$ cat src/rtl/pe_pkg.sv
// Shared types and constants for the PE result path.
// Optional RESULT_CNT_EN support lives in pe_result_collector.
package pe_pkg;

    localparam int INT_BITS        = 7;
    localparam int FRAC_BITS       = 9;
    localparam int DATA_W          = INT_BITS + FRAC_BITS;
    localparam int NUM_ACC         = 8;
    localparam int IDX_W           = $clog2(NUM_ACC);
    localparam int PE_DEPTH        = 8;
    localparam int PE_STALL_MARGIN = 4;

    typedef struct packed {
        logic [IDX_W-1:0]  idx;
        logic [DATA_W-1:0] data;
    } pe_result_t;

    // Accumulator slots cycle 0..NUM_ACC-1 and wrap.
    function automatic logic [IDX_W-1:0] next_slot(input logic [IDX_W-1:0] slot);
        logic [IDX_W-1:0] nxt;
        if (slot == IDX_W'(NUM_ACC - 1)) begin
            nxt = '0;
        end else begin
            nxt = slot + IDX_W'(1);
        end
        return nxt;
    endfunction

endpackage

$ cat src/rtl/pe_result_fifo.sv
// Generic synchronous FIFO with registered storage and a zero-latency head view.
// A push while full is accepted only when a pop happens in the same cycle.
module pe_result_fifo #(
    parameter int WIDTH = 19,
    parameter int DEPTH = 8,
    localparam int PTR_W = $clog2(DEPTH),
    localparam int LVL_W = PTR_W + 1
) (
    input  logic             clk,
    input  logic             rst,
    input  logic             clr,
    input  logic             push,
    input  logic             pop,
    input  logic [WIDTH-1:0] wdata,
    output logic [WIDTH-1:0] rdata,
    output logic             full,
    output logic             empty,
    output logic [LVL_W-1:0] level
);

    localparam logic [LVL_W-1:0] LVL_ONE  = LVL_W'(1);
    localparam logic [LVL_W-1:0] LVL_FULL = LVL_W'(DEPTH);
    localparam logic [PTR_W-1:0] PTR_ONE  = PTR_W'(1);

    logic [WIDTH-1:0] mem_r [DEPTH];
    logic [PTR_W-1:0] wr_ptr_r;
    logic [PTR_W-1:0] rd_ptr_r;
    logic [LVL_W-1:0] level_r;
    logic             push_ok_s;
    logic             pop_ok_s;

    assign full      = (level_r == LVL_FULL);
    assign empty     = (level_r == '0);
    assign level     = level_r;
    assign rdata     = mem_r[rd_ptr_r];
    assign pop_ok_s  = pop && !empty;
    assign push_ok_s = push && (!full || pop_ok_s);

    // Pointer and occupancy tracking; clr empties the queue.
    always_ff @(posedge clk or posedge rst) begin
        if (rst) begin
            wr_ptr_r <= '0;
            rd_ptr_r <= '0;
            level_r  <= '0;
        end else if (clr) begin
            wr_ptr_r <= '0;
            rd_ptr_r <= '0;
            level_r  <= '0;
        end else begin
            if (push_ok_s) begin
                wr_ptr_r <= wr_ptr_r + PTR_ONE;
            end
            if (pop_ok_s) begin
                rd_ptr_r <= rd_ptr_r + PTR_ONE;
            end
            case ({push_ok_s, pop_ok_s})
                2'b10:   level_r <= level_r + LVL_ONE;
                2'b01:   level_r <= level_r - LVL_ONE;
                default: level_r <= level_r;
            endcase
        end
    end

    // Storage write; contents survive clr since an empty head is don't-care.
    always_ff @(posedge clk or posedge rst) begin
        if (rst) begin
            for (int i = 0; i < DEPTH; i++) begin
                mem_r[i] <= '0;
            end
        end else if (push_ok_s && !clr) begin
            mem_r[wr_ptr_r] <= wdata;
        end
    end

endmodule

$ cat src/rtl/pe_result_collector.sv
// Tags PE results with their accumulator slot, buffers them and drains over valid/ready.
// Define RESULT_CNT_EN to add a free-running count of accepted results (result_cnt).
import pe_pkg::*;

module pe_result_collector #(
    parameter int DEPTH        = PE_DEPTH,
    parameter int STALL_MARGIN = PE_STALL_MARGIN,
    localparam int LVL_W = $clog2(DEPTH) + 1
) (
    input  logic              clk,
    input  logic              rst,
    input  logic              in_valid,
    input  logic [DATA_W-1:0] in_data,
    input  logic              flush,
    output logic              out_valid,
    input  logic              out_ready,
    output logic [DATA_W-1:0] out_data,
    output logic [IDX_W-1:0]  out_idx,
    output logic              keep_req,
    output logic              overflow,
    output logic [LVL_W-1:0]  level
`ifdef RESULT_CNT_EN
    ,
    output logic [31:0]       result_cnt
`endif
);

    localparam logic [LVL_W-1:0] LVL_ONE  = LVL_W'(1);
    localparam logic [LVL_W-1:0] KEEP_THR = LVL_W'(DEPTH - STALL_MARGIN);

    logic [IDX_W-1:0] slot_r;
    logic             overflow_r;
    logic             keep_r;
    logic             full_s;
    logic             empty_s;
    logic [LVL_W-1:0] level_s;
    logic             pop_s;
    logic             push_ok_s;
    logic             drop_s;
    logic [LVL_W-1:0] next_level_s;
    pe_result_t       wr_s;
    pe_result_t       head_s;

    assign wr_s.idx  = slot_r;
    assign wr_s.data = in_data;

    pe_result_fifo #(
        .WIDTH ($bits(pe_result_t)),
        .DEPTH (DEPTH)
    ) u_fifo (
        .clk   (clk),
        .rst   (rst),
        .clr   (flush),
        .push  (in_valid),
        .pop   (pop_s),
        .wdata (wr_s),
        .rdata (head_s),
        .full  (full_s),
        .empty (empty_s),
        .level (level_s)
    );

    assign out_valid = !empty_s;
    assign out_data  = head_s.data;
    assign out_idx   = head_s.idx;
    assign level     = level_s;
    assign keep_req  = keep_r;
    assign overflow  = overflow_r;

    // Acceptance: a full FIFO still takes a result if the head leaves this cycle.
    always_comb begin
        pop_s        = out_valid && out_ready;
        push_ok_s    = in_valid && (!full_s || pop_s);
        drop_s       = in_valid && full_s && !pop_s;
        next_level_s = level_s;
        case ({push_ok_s, pop_s})
            2'b10:   next_level_s = level_s + LVL_ONE;
            2'b01:   next_level_s = level_s - LVL_ONE;
            default: next_level_s = level_s;
        endcase
    end

    // Slot tag, sticky overflow and the look-ahead stall request.
    always_ff @(posedge clk or posedge rst) begin
        if (rst) begin
            slot_r     <= '0;
            overflow_r <= 1'b0;
            keep_r     <= 1'b0;
        end else if (flush) begin
            slot_r     <= '0;
            overflow_r <= 1'b0;
            keep_r     <= 1'b0;
        end else begin
            if (push_ok_s) begin
                slot_r <= next_slot(slot_r);
            end
            if (drop_s) begin
                overflow_r <= 1'b1;
            end
            keep_r <= (next_level_s >= KEEP_THR);
        end
    end

`ifdef RESULT_CNT_EN
    logic [31:0] cnt_r;
    assign result_cnt = cnt_r;

    // Accepted-result counter; wraps naturally at 2^32.
    always_ff @(posedge clk or posedge rst) begin
        if (rst) begin
            cnt_r <= 32'd0;
        end else if (flush) begin
            cnt_r <= 32'd0;
        end else if (push_ok_s) begin
            cnt_r <= cnt_r + 32'd1;
        end
    end
`endif

endmodule

$ cat config.mk
export PLATFORM = sky130hd
export DESIGN_NAME = pe_result_collector
export DESIGN_NICKNAME = d
export VERILOG_FILES = /design/src/rtl/pe_pkg.sv /design/src/rtl/pe_result_fifo.sv /design/src/rtl/pe_result_collector.sv
export SDC_FILE = /design/constraint.sdc
export NUM_CORES = 1
export LEC_CHECK = 0
export CAP_MARGIN = 25
export CORE_MARGIN = 5
export CORE_UTILIZATION = 45
export CTS_BUF_LIST = sky130_fd_sc_hd__clkbuf_8 sky130_fd_sc_hd__clkbuf_16
export DETAILED_ROUTE_END_ITERATION = 16
export HOLD_SLACK_MARGIN = 0.06
export PLACE_DENSITY = 0.6
export SETUP_SLACK_MARGIN = 0.1
export SYNTH_ARGS = -nofsm -noshare
export SYNTH_HDL_FRONTEND = slang
export SYNTH_SLANG_ARGS = --single-unit
export TNS_END_PERCENT = 30
$ cat constraint.sdc
create_clock -name clk -period 13.3 [get_ports clk]
set_input_delay 1.995 -clock clk [delete_from_list [all_inputs] [get_ports clk]]
set_output_delay 1.995 -clock clk [all_outputs]
set_load 0.02 [all_outputs]
After elaboration in Yosys (flattened, before gate mapping)
Index checks and enable logic that the tools add are counted.
{"block": "classes", "add_sub_neg": 5, "magnitude_cmp": 4, "n_eq_ne": 6, "n_mux": 19, "n_bitwise": 2, "n_reduce_logical": 20}
{"operator": "bitwise mux 152 bit", "n": 1}
{"operator": "binary-select mux 19 bit (select 3 bit)", "n": 1}
{"operator": "demux 19 bit (select 3 bit)", "n": 1}
{"operator": "two-way mux 19 bit", "n": 3}
{"operator": "two-way mux 3 bit", "n": 7}
{"operator": "one-hot mux 4 bit (2 select lines)", "n": 2}
{"operator": "adder 3 x 1 -> 3 bit, second input constant", "n": 3}
{"operator": ">= comparator 4 bit, second input constant", "n": 2}
{"operator": "logical AND 1 bit", "n": 8}
{"operator": "NOT 3 -> 4 bit", "n": 2}
{"operator": "nonzero test 2 bit", "n": 4}
{"operator": "adder 4 x 1 -> 4 bit, second input constant", "n": 1}
{"operator": "equality test 2 x 1 -> 1 bit, second input constant", "n": 2}
{"operator": "equality test 2 bit, second input constant", "n": 2}
{"operator": "equality test 4 bit, second input constant", "n": 1}
{"operator": ">= comparator 4 x 3 -> 1 bit, second input constant", "n": 1}
{"operator": "logical NOT 1 bit", "n": 4}
{"operator": "logical NOT 4 bit", "n": 1}
{"operator": "< comparator 4 x 1 -> 1 bit, second input constant", "n": 1}
{"operator": "two-way mux 4 bit", "n": 1}
{"operator": "subtractor 4 x 1 -> 4 bit, second input constant", "n": 1}
{"operator": "equality test 3 bit, second input constant", "n": 1}
{"operator": "two-way mux 1 bit", "n": 3}
{"operator": "nonzero test 3 bit", "n": 1}
{"operator": "logical OR 1 bit", "n": 2}
{"block": "totals", "register_bits": 167, "input_bits": 21, "out_inout_bits": 26, "wordCells": 70}

Longest topological paths before layout
Gate-level depths: netlist of the first run.
{"block": "logic_depth", "word_depth": 9, "depth_mapped": 12, "mapped_depth_nobuf": 9}

Modules after synthesis
From an unflattened synthesis of the first run, not the netlist that was laid out.
{"block": "hier_totals", "cells_unflattened": 514, "area_unflattened_um2": 8094.0}
{"module": "pe_result_fifo", "instances": 1, "cells_each": 468, "area_per_inst_um2": 7717.4, "seq_area_each_um2": 4053.9}
{"module": "pe_result_collector", "instances": 1, "cells_each": 46, "area_per_inst_um2": 376.6, "seq_area_each_um2": 125.1}

Worst setup path before layout of the first run
No wires, ideal clock.
{"block": "synth_path", "path_type": "reg2out", "startpoint": "reg u_fifo.rd_ptr_r[0]", "endpoint": "out out_data[0]", "t_arrival_ns": 1.824, "t_required_ns": 11.305, "setup_slack_ns": 9.481, "stages_incl_launch_ff": 5, "path_buffers": 2, "cell_sequence": "dfrtp_1 buf_2 buf_2 mux4_2 mux2_2"}
{"block": "synth_between", "elab_chain_cells": 4}
{"element": "from (decl)", "line": "pe_result_fifo.sv:27", "text": "logic [PTR_W-1:0] rd_ptr_r;"}
{"element": "from (signal assigned)", "line": "pe_result_fifo.sv:54", "text": "rd_ptr_r <= rd_ptr_r + PTR_ONE;"}
{"element": "NOT 3 -> 4 bit (implied by the code)", "line": "pe_result_fifo.sv:35", "text": "assign rdata = mem_r[rd_ptr_r];"}
{"element": "binary-select mux 19 bit (select 3 bit)", "line": "pe_result_fifo.sv:35"}
{"element": "two-way mux 19 bit (implied by the code) (2 in a row)", "line": "pe_result_fifo.sv:35"}
{"element": "to (decl)", "line": "pe_result_collector.sv:17", "text": "output logic [DATA_W-1:0] out_data,"}
No other way between the ends. The select of a mux whose other input is x is not followed.

Worst setup path after layout of the first run
{"block": "layout_path", "startpoint": "reg u_fifo.rd_ptr_r[0]", "endpoint": "out out_data[14]"}
The elaborated chain is that of the path after synthesis.

==> flow_summary.yaml, run 1 <==
synth:
  synth_edf_count: 0
  synth.yosys.seq_area_share_pct: 53.3
  synth_area_sq_mm: 0.00784
  synthFlopType: "dfrtp_1"
  async_flop_share_pct: 100
  syn-instance-count: 513
  yosysTopAreaCellShare_pct: 53.3
  yosysWarnings: 0
  syn_nets: 542
  synth_seq_cells: 167
  synth.distinct_cells: 45
  ys_top_cells_by_area: "dfrtp_1 53%, mux2_2 25%, mux4_2 11%"
  synth_top_area_cell: "dfrtp_1"
  syn_area_per_cell_sq_um: 15.3
sta:
  hold_violations: 0
  period_needed_ns: 5.23
  fin_crit_sh_pct: 39.3
  relSlewSlack_pct: 38.9
  finClkSkew_ns: 0.0154
  drv_slew: 0
  rsz0062_at_grt: "false"
  setup_viol: 0
  tns_ns: 0
  max_freq_mhz: 191
  tightest_slew_ns: 0.917
clock_tree:
  clk_pin_slew_ns: 0.06
  cts_inserted_buffers: 17
  clkSinkCount: 167
  cts_setup_buffers: 0
  clk_path_buf_depth: 2
  cts_root_buf: "clkbuf_16"
  clock_latency_ns: 0.42
  cts_resized: 0
  cts_max_level: 4
  cts_hold_buf: 0
  cts_tree: "built"
place:
  place_area_sq_mm: 0.00849
  gp_congestion: 0.781
  place_inst: 761
  port_buffers: 46
  dp_hpwl_um: 9890
pwr:
  leakagePower_nw: 4.05
  powerDensity_mw_per_mm2: 181
  total_power_mw: 1.65
  vdd_drop_max_v: 0.000116
floorplanning:
  die_y_um: 142
  die-area_sq_mm: 0.0201
  core_sq_mm: 0.0172
  rows: 48
  pin_count: 47
  die_w_um: 142
  start_util_pct: 45.6
route:
  dr.pass1.iters: 4
  wl_um: 16300
  drc: 0
  vias_per_cell: 5.63
  drtIter0Drc: 127
  postRouteAntennaNets: 0
  dr_total_vias: 4472
  detail_route.wl_per_cell_um: 20.5
final_layout:
  nNetsFinal: 585
  final_area_sq_mm: 0.00911
  final_cell_mix: "172 x mux2_2, 166 x dfrtp_1, 46 x clkdlybuf4s50_1"
  final_common_cell: "mux2_2"
  nFillCells: 1459
  multi_input_area_sq_mm: 0.00346
  area_delta_synth_final_pct: 16.3
  drive_above_1_share_pct: 46.4
  regArea_sq_mm: 0.00418
  finalNonFillerCells: 794
  diodes: 0
setup_path:
  rr_worst_depth: 9
  worstSetupStartpointType: "register"
  critPathCaptureType: "output port"
  reg2reg_slack_ns: 10.20
  cp_top_family: "buffers and inverters"
  cp_num_buf_inv: 2
  r2r-start: "u_fifo.level[0]$_DFFE_PP0P_"
  critical_path.max_stage_delay_ns: 0.84
  cp_data_required_time_ns: 11.31
  crit_type: "reg -> out"
  path_cells: "buf_4 -> mux4_2 -> mux2_2 -> clkdlybuf4s50_1"
  worstReg2RegEnd: "u_fifo.mem_r[120]$_DFFE_PP0P_"
  critPathLaunch: "u_fifo.rd_ptr_r[0]$_DFFE_PP0P_"
  path_max_fanout: 21
  crit_slowest_cell: "dfrtp_2"
  worst_ep_arrival_time_ns: 3.23
worst_hold_path:
  hp-start: "overflow$_DFFE_PP0P_"
  hp-class: "reg -> reg"
  hold_end: "overflow$_DFFE_PP0P_"
  worstHoldPathCells: 2
grt:
  grt_pass1_vias: 4755
  antenna_found_initial: 0
  grt_overflow: 0
  grt_pass1_wl_um: 26700
  grt_start_max_net_pins: 86
  grt_use_total_pct: 17.3
outcome:
  status: "finished, final reports clean"
flow_run:
  max_cap_violations: 0
## cell usage after synthesis (2+ instances only)
cell,count
o211ai_1,2
xor2_1,3
a221oi_1,3
buf_1,3
inv_1,5
buf_4,3
buf_6,4
xnor2_1,2
nor2_1,15
a21oi_1,8
and3_1,2
nand4_1,2
o21ai_0,3
buf_2,8
ha_1,8
clkbuf_1,14
nand3_1,2
nor3_1,3
nand2_1,15
nor2b_1,4
nor3_4,2
mux4_2,38
mux2_2,172
dfrtp_1,167
a31oi_1,2
nand2_2,2
nand2b_1,3
## layer usage
layer	wire length, um	vias up	part of all wire (%)	global-route usage [%]
met4	153	0	0.94	4.65
met1	7730	2391	47	24.3
li1	-	1996	-	-
met3	453	15	2.8	3.76
met5	0	-	0	0
met2	7970	70	49	27.5
## sequential cells by signal, indices dropped and copies added (netlist names)
signal / cells
u_fifo.rd_ptr_r: 3
u_fifo.level: 4
keep_req: 1
slot_r: 3
u_fifo.wr_ptr_r: 3
u_fifo.mem_r: 152
overflow: 1
## tightest hold or removal path: stages (launching register included)
cell and delay [ns]:
dfrtp_1 0.35, a21oi_1 0.04, nor2_1 0.07
## layout make-up
cell class / instances / area share (%)
well taps: 225 / 3.09
clock inverters: 14 / 1.74
repair buffers: 56 / 6.18
clock buffers: 18 / 4.82
multi-input cells: 308 / 37.9
inverters: 6 / 0.357
flip-flops and latches: 167 / 45.9
## worst max-delay path by stage
stage	end	depth (start not counted)
after global routing	out_data[14]	4
after floorplan	keep_req$_DFF_PP0_	1
after CTS	out_data[14]	4
final	out_data[14]	4
after detailed placement	u_fifo.mem_r[120]$_DFFE_PP0P_	8
after global placement	u_fifo.mem_r[55]$_DFFE_PP0P_	7
## stage by stage
stage	hold slack, ns	utilization [%]	worst slack [ns]
6_report	0.500	53.1	8.07
2_1_floorplan	0.474	-	6.79
5_1_grt	0.506	53.1	7.85
4_1_cts	0.502	52.9	7.97
3_3_place_gp	0.482	49.3	8.34
3_5_place_dp	0.488	49.4	8.44
## kinds of logic after synthesis
family                   synth area share (%)
AO/OA/AOI/OAI                            1.95
multiplexers                             35.6
flip-flops                               53.3
AND/OR/NAND/NOR                          4.69
adder cells (fa/ha/maj)                  1.28
XOR/XNOR                                0.559
buffers and inverters                    2.54
## power breakdown
group / internal [mW] / switching (mW)
clock: 0.298 / 0.197
combinational: 0.275 / 0.199
sequential: 0.600 / 0.0768
Power figures use the tool's default switching activity.
==> run 2: changes to the inputs <==
clock period = 5.4 ns   (was 13.3 ns; I/O delays follow)
==> run 2 against run 1 <==
Wire length fell by 2.9%. Global-route usage down 0.18 points. Via count is 0.54% lower. Clock power grew 120%. Sequential share of layout area up 0.35 points. Sequential power up 150%. Clock skew decreased by 0.011 ns. First-iteration DRC count increased by 49%. Critical path depth is the same.
==> flow_summary.yaml, run 2 (synthesis results as in run 1) <==
clock_tree:
  clk_path_buf_depth: 2
  clkSinkCount: 167
  cts_hold_buf: 0
  clk_pin_slew_ns: 0.06
  cts_tree: "built"
  cts_setup_buffers: 0
  cts_inserted_buffers: 17
  cts_max_level: 4
  cts_resized: 0
  clock_latency_ns: 0.42
  cts_root_buf: "clkbuf_16"
pwr:
  total_power_mw: 3.90
  leakagePower_nw: 4.03
  powerDensity_mw_per_mm2: 432
  vdd_drop_max_v: 0.000395
sta:
  max_freq_mhz: 259
  finClkSkew_ns: 0.00457
  fin_crit_sh_pct: 71.4
  rsz0062_at_grt: "false"
  hold_violations: 0
  timing.final.ws_setup_ns: 1.54
  tns_ns: 0
  tightest_slew_ns: 0.982
  period_needed_ns: 3.86
  relSlewSlack_pct: 34.5
  setup_viol: 0
  drv_slew: 0
setup_path:
  critical_path.max_stage_delay_ns: 0.95
  reg2reg_slack_ns: 2.42
  path_cells: "buf_12 -> mux4_2 -> mux2_2 -> clkdlybuf4s50_1"
  worst_ep_arrival_time_ns: 3.05
  critPathCaptureType: "output port"
  rr_worst_depth: 9
  worstReg2RegEnd: "u_fifo.mem_r[119]$_DFFE_PP0P_"
  critPathLaunch: "u_fifo.rd_ptr_r[0]$_DFFE_PP0P_"
  cp_data_required_time_ns: 4.59
  r2r-start: "u_fifo.level[0]$_DFFE_PP0P_"
  worstSetupStartpointType: "register"
  crit_type: "reg -> out"
  crit_slowest_cell: "dfrtp_2"
  path_max_fanout: 24
final_layout:
  final_cell_mix: "172 x mux2_2, 166 x dfrtp_1, 46 x clkdlybuf4s50_1"
  regMostFlops: "u_fifo.mem_r"
  drive_above_1_share_pct: 45.2
  area_delta_synth_final_pct: 15.4
  largest_register_ffs: 152
  final_common_cell: "mux2_2"
  final_area_sq_mm: 0.00904
  nNetsFinal: 584
  finish.utilization_pct: 52.7
  diodes: 0
outcome:
  status: "finished, final reports clean"
floorplanning:
  pin_count: 47
  start_util_pct: 45.6
  die-area_sq_mm: 0.0201
  rows: 48
  die_w_um: 142
  core_sq_mm: 0.0172
  die_y_um: 142
grt:
  grt_pass1_wl_um: 26500
  grt_pass1_vias: 4795
  grt_overflow: 0
  grt_use_total_pct: 17.1
  grt_start_max_net_pins: 168
  antenna_found_initial: 0
route:
  detail_route.wl_per_cell_um: 20.0
  drtIter0Drc: 189
  dr.pass1.iters: 4
  dr_total_vias: 4448
  drc: 0
  vias_per_cell: 5.62
  wl_um: 15800
  postRouteAntennaNets: 0
worst_hold_path:
  worstHoldPathCells: 1
  hold_end: "u_fifo.mem_r[106]$_DFFE_PP0P_"
  hp-start: "u_fifo.mem_r[106]$_DFFE_PP0P_"
  hp-class: "reg -> reg"
flow_run:
  max_cap_violations: 0
place:
  pre_cts_ws_ns: 1.81
  dp_hpwl_um: 9490
  port_buffers: 46
  place_area_sq_mm: 0.00852
  gp_congestion: 0.780
==> run 2: how the worst max path moves through the flow <==
stage | endpoint | slack [ns] | cells after the start
6_report | out_idx[1] | 1.54 | 4
5_1_grt | out_idx[1] | 1.34 | 4
4_1_cts | out_idx[1] | 1.42 | 4
3_5_place_dp | u_fifo.mem_r[119]$_DFFE_PP0P_ | 1.81 | 8
3_3_place_gp | u_fifo.mem_r[43]$_DFFE_PP0P_ | 1.78 | 7
2_1_floorplan | keep_req$_DFF_PP0_ | 2.46 | 1
==> run 2: layout make-up <==
type	instances	area [sq um]
multi-input cells	308	3460
well taps	225	282
clock buffers	21	480
inverters	6	31.3
repair buffers	55	573
flip-flops and latches	167	4180
fillers	1444	8130
clock inverters	9	40.0
==> run 2: critical path: cells and delay by family, from the launching register on <==
kind,cells,cell delay (ns)
flip-flops,1,0.95
multiplexers,2,0.83
buffers and inverters,2,0.83
==> run 2: layer usage <==
layer | part of all wire [%] | global-route usage, %
met5 | 0 | 0
met3 | 2.9 | 3.43
met1 | 47 | 24.0
met4 | 1.8 | 5.91
met2 | 48 | 26.9
==> run 2: power breakdown <==
group	total (mW)	internal (mW)	switching (mW)
sequential	1.67	1.48	0.190
combinational	1.16	0.685	0.479
clock	1.07	0.619	0.452
total	3.90	2.78	1.12
==> run 2: stage by stage <==
stage                     hold slack, ns  std cells
after floorplan                    0.474        513
after global placement             0.482        760
after detailed placement           0.488        761
after CTS                          0.502        791
after global routing               0.515        791
final                              0.499        791
==> run 3: changes to the inputs <==
PLACE_DENSITY = 0.63   (was 0.6)
clock period = 3.3 ns   (was 5.4 ns; I/O delays follow)
==> run 3 against run 2 <==
Combinational power increased by 76%. Worst hold slack improved by 0.0032 ns. Sequential share of layout area fell by 0.92 points. Non-clock buffer count rose by 10. Critical path depth did not move. Sequential power up 59%. First-iteration DRC count shrank 42%. Power up 70%. Die area unchanged. Clock skew rose by 0.0030 ns. Global-route usage about the same. Count of clock-buffer cells in the layout down 1. Largest cell class unchanged. Largest power group unchanged.
==> flow_summary.yaml, run 3 (synthesis results as in run 1) <==
outcome:
  status: "finished, final reports clean"
route:
  drc: 0
  wl_um: 16000
  detail_route.wl_per_cell_um: 20.0
  drtIter0Drc: 110
  met2WireLength_um: 7940
  vias_per_cell: 5.58
  postRouteAntennaNets: 0
  dr.pass1.iters: 4
  top_layer: "met4"
  met3_length_um: 551
  dr_total_vias: 4469
  wl_met1_um: 7410
clock_tree:
  clk_path_buf_depth: 2
  clk_pin_slew_ns: 0.06
  cts_max_level: 4
  cts_inserted_buffers: 17
  cts_tree: "built"
  clkSinkCount: 167
  cts_root_buf: "clkbuf_16"
  cts_resized: 0
  cts_hold_buf: 0
  cts_setup_buffers: 0
  clock_latency_ns: 0.42
setup_path:
  critPathCaptureType: "output port"
  crit_type: "reg -> out"
  worstSetupStartpointType: "register"
  cp_data_required_time_ns: 2.80
  path_max_fanout: 13
  worst_ep_arrival_time_ns: 2.48
  reg2reg_slack_ns: 0.55
floorplanning:
  core_sq_mm: 0.0172
  pin_count: 47
  rows: 48
  die-area_sq_mm: 0.0201
  die_y_um: 142
  start_util_pct: 45.6
  die_w_um: 142
grt:
  grt_overflow: 0
  grt_use_total_pct: 17.1
  antenna_found_initial: 0
  grt_start_max_net_pins: 57
  grt_pass1_vias: 4857
  grt_pass1_wl_um: 26900
final_layout:
  multi_input_area_sq_mm: 0.00346
  area_delta_synth_final_pct: 17.8
  finalNonFillerCells: 801
  nFillCells: 1439
  final_cell_mix: "172 x mux2_2, 166 x dfrtp_1, 46 x clkdlybuf4s50_1"
  nNetsFinal: 594
  final_common_cell: "mux2_2"
  regMostFlops: "u_fifo.mem_r"
  diodes: 0
  largest_register_ffs: 152
  regArea_sq_mm: 0.00418
  final_area_sq_mm: 0.00923
  drive_above_1_share_pct: 46.9
sta:
  period_needed_ns: 2.98
  setup_viol: 0
  rsz0062_at_grt: "false"
  drv_slew: 0
  finClkSkew_ns: 0.00753
  hold_violations: 0
  max_freq_mhz: 336
  hold_slack_ns: 0.502
  tns_ns: 0
  fin_crit_sh_pct: 90.3
  relSlewSlack_pct: 48.1
  tightest_slew_ns: 0.777
flow_run:
  max_cap_violations: 0
place:
  port_buffers: 46
  place_inst: 771
  place_area_sq_mm: 0.00865
  gp_congestion: 0.783
  dp_hpwl_um: 10200
pwr:
  leakagePower_nw: 4.11
  powerDensity_mw_per_mm2: 717
  vdd_drop_max_v: 0.000416
worst_hold_path:
  hp-class: "reg -> reg"
-- run 3: layout make-up --
| type | count | area share [%] |
|---|---|---|
| Clock buffer | 20 | 5.06 |
| Clock inverter | 10 | 1.15 |
| Inverter | 6 | 0.339 |
| Multi-Input combinational cell | 308 | 37.5 |
| Sequential cell | 167 | 45.3 |
| Tap cell | 225 | 3.05 |
| Timing Repair Buffer | 65 | 7.62 |
-- run 3: routing by layer --
layer  GRT usage, %  up-vias
met5              0        -
met4           3.89        0
met3           4.30       14
met2           27.9       53
met1           23.3     2395
li1               -     2007
-- run 3: worst paths after layout --
check | cells after the start | endpoint | from
min | 1 | u_fifo.mem_r[30]$_DFFE_PP0P_ | u_fifo.mem_r[30]$_DFFE_PP0P_
max | 4 | out_data[13] | u_fifo.rd_ptr_r[0]$_DFFE_PP0P_
min reg2reg | 1 | u_fifo.mem_r[30]$_DFFE_PP0P_ | u_fifo.mem_r[30]$_DFFE_PP0P_
min in group asynchronous | 2 | u_fifo.mem_r[98]$_DFFE_PP0P_ | rst
max reg2reg | 7 | u_fifo.mem_r[99]$_DFFE_PP0P_ | u_fifo.level[0]$_DFFE_PP0P_
max in group asynchronous | 3 | u_fifo.mem_r[149]$_DFFE_PP0P_ | rst
-- run 3: per-stage QoR --
stage | setup WS [ns] | total power, mW | util, %
6_report | 0.322 | 6.62 | 53.7
3_5_place_dp | 0.545 | 4.75 | 50.4
4_1_cts | 0.256 | 6.70 | 53.7
2_1_floorplan | 0.549 | 4.07 | -
5_1_grt | 0.191 | 6.98 | 53.7
3_3_place_gp | 0.567 | 4.69 | 50.4
-- run 3: where the power goes --
group	switching (mW)	internal, mW	total (mW)
clock network	0.770	1.16	1.93
registers	0.233	2.42	2.65
logic	0.894	1.14	2.04
-- run 3: worst max-delay path, cell delays in order (launching register included) --
cell and delay, ns:
dfrtp_2 0.39, buf_4 0.29, mux4_2 0.56, mux2_2 0.29, clkdlybuf4s50_1 0.54
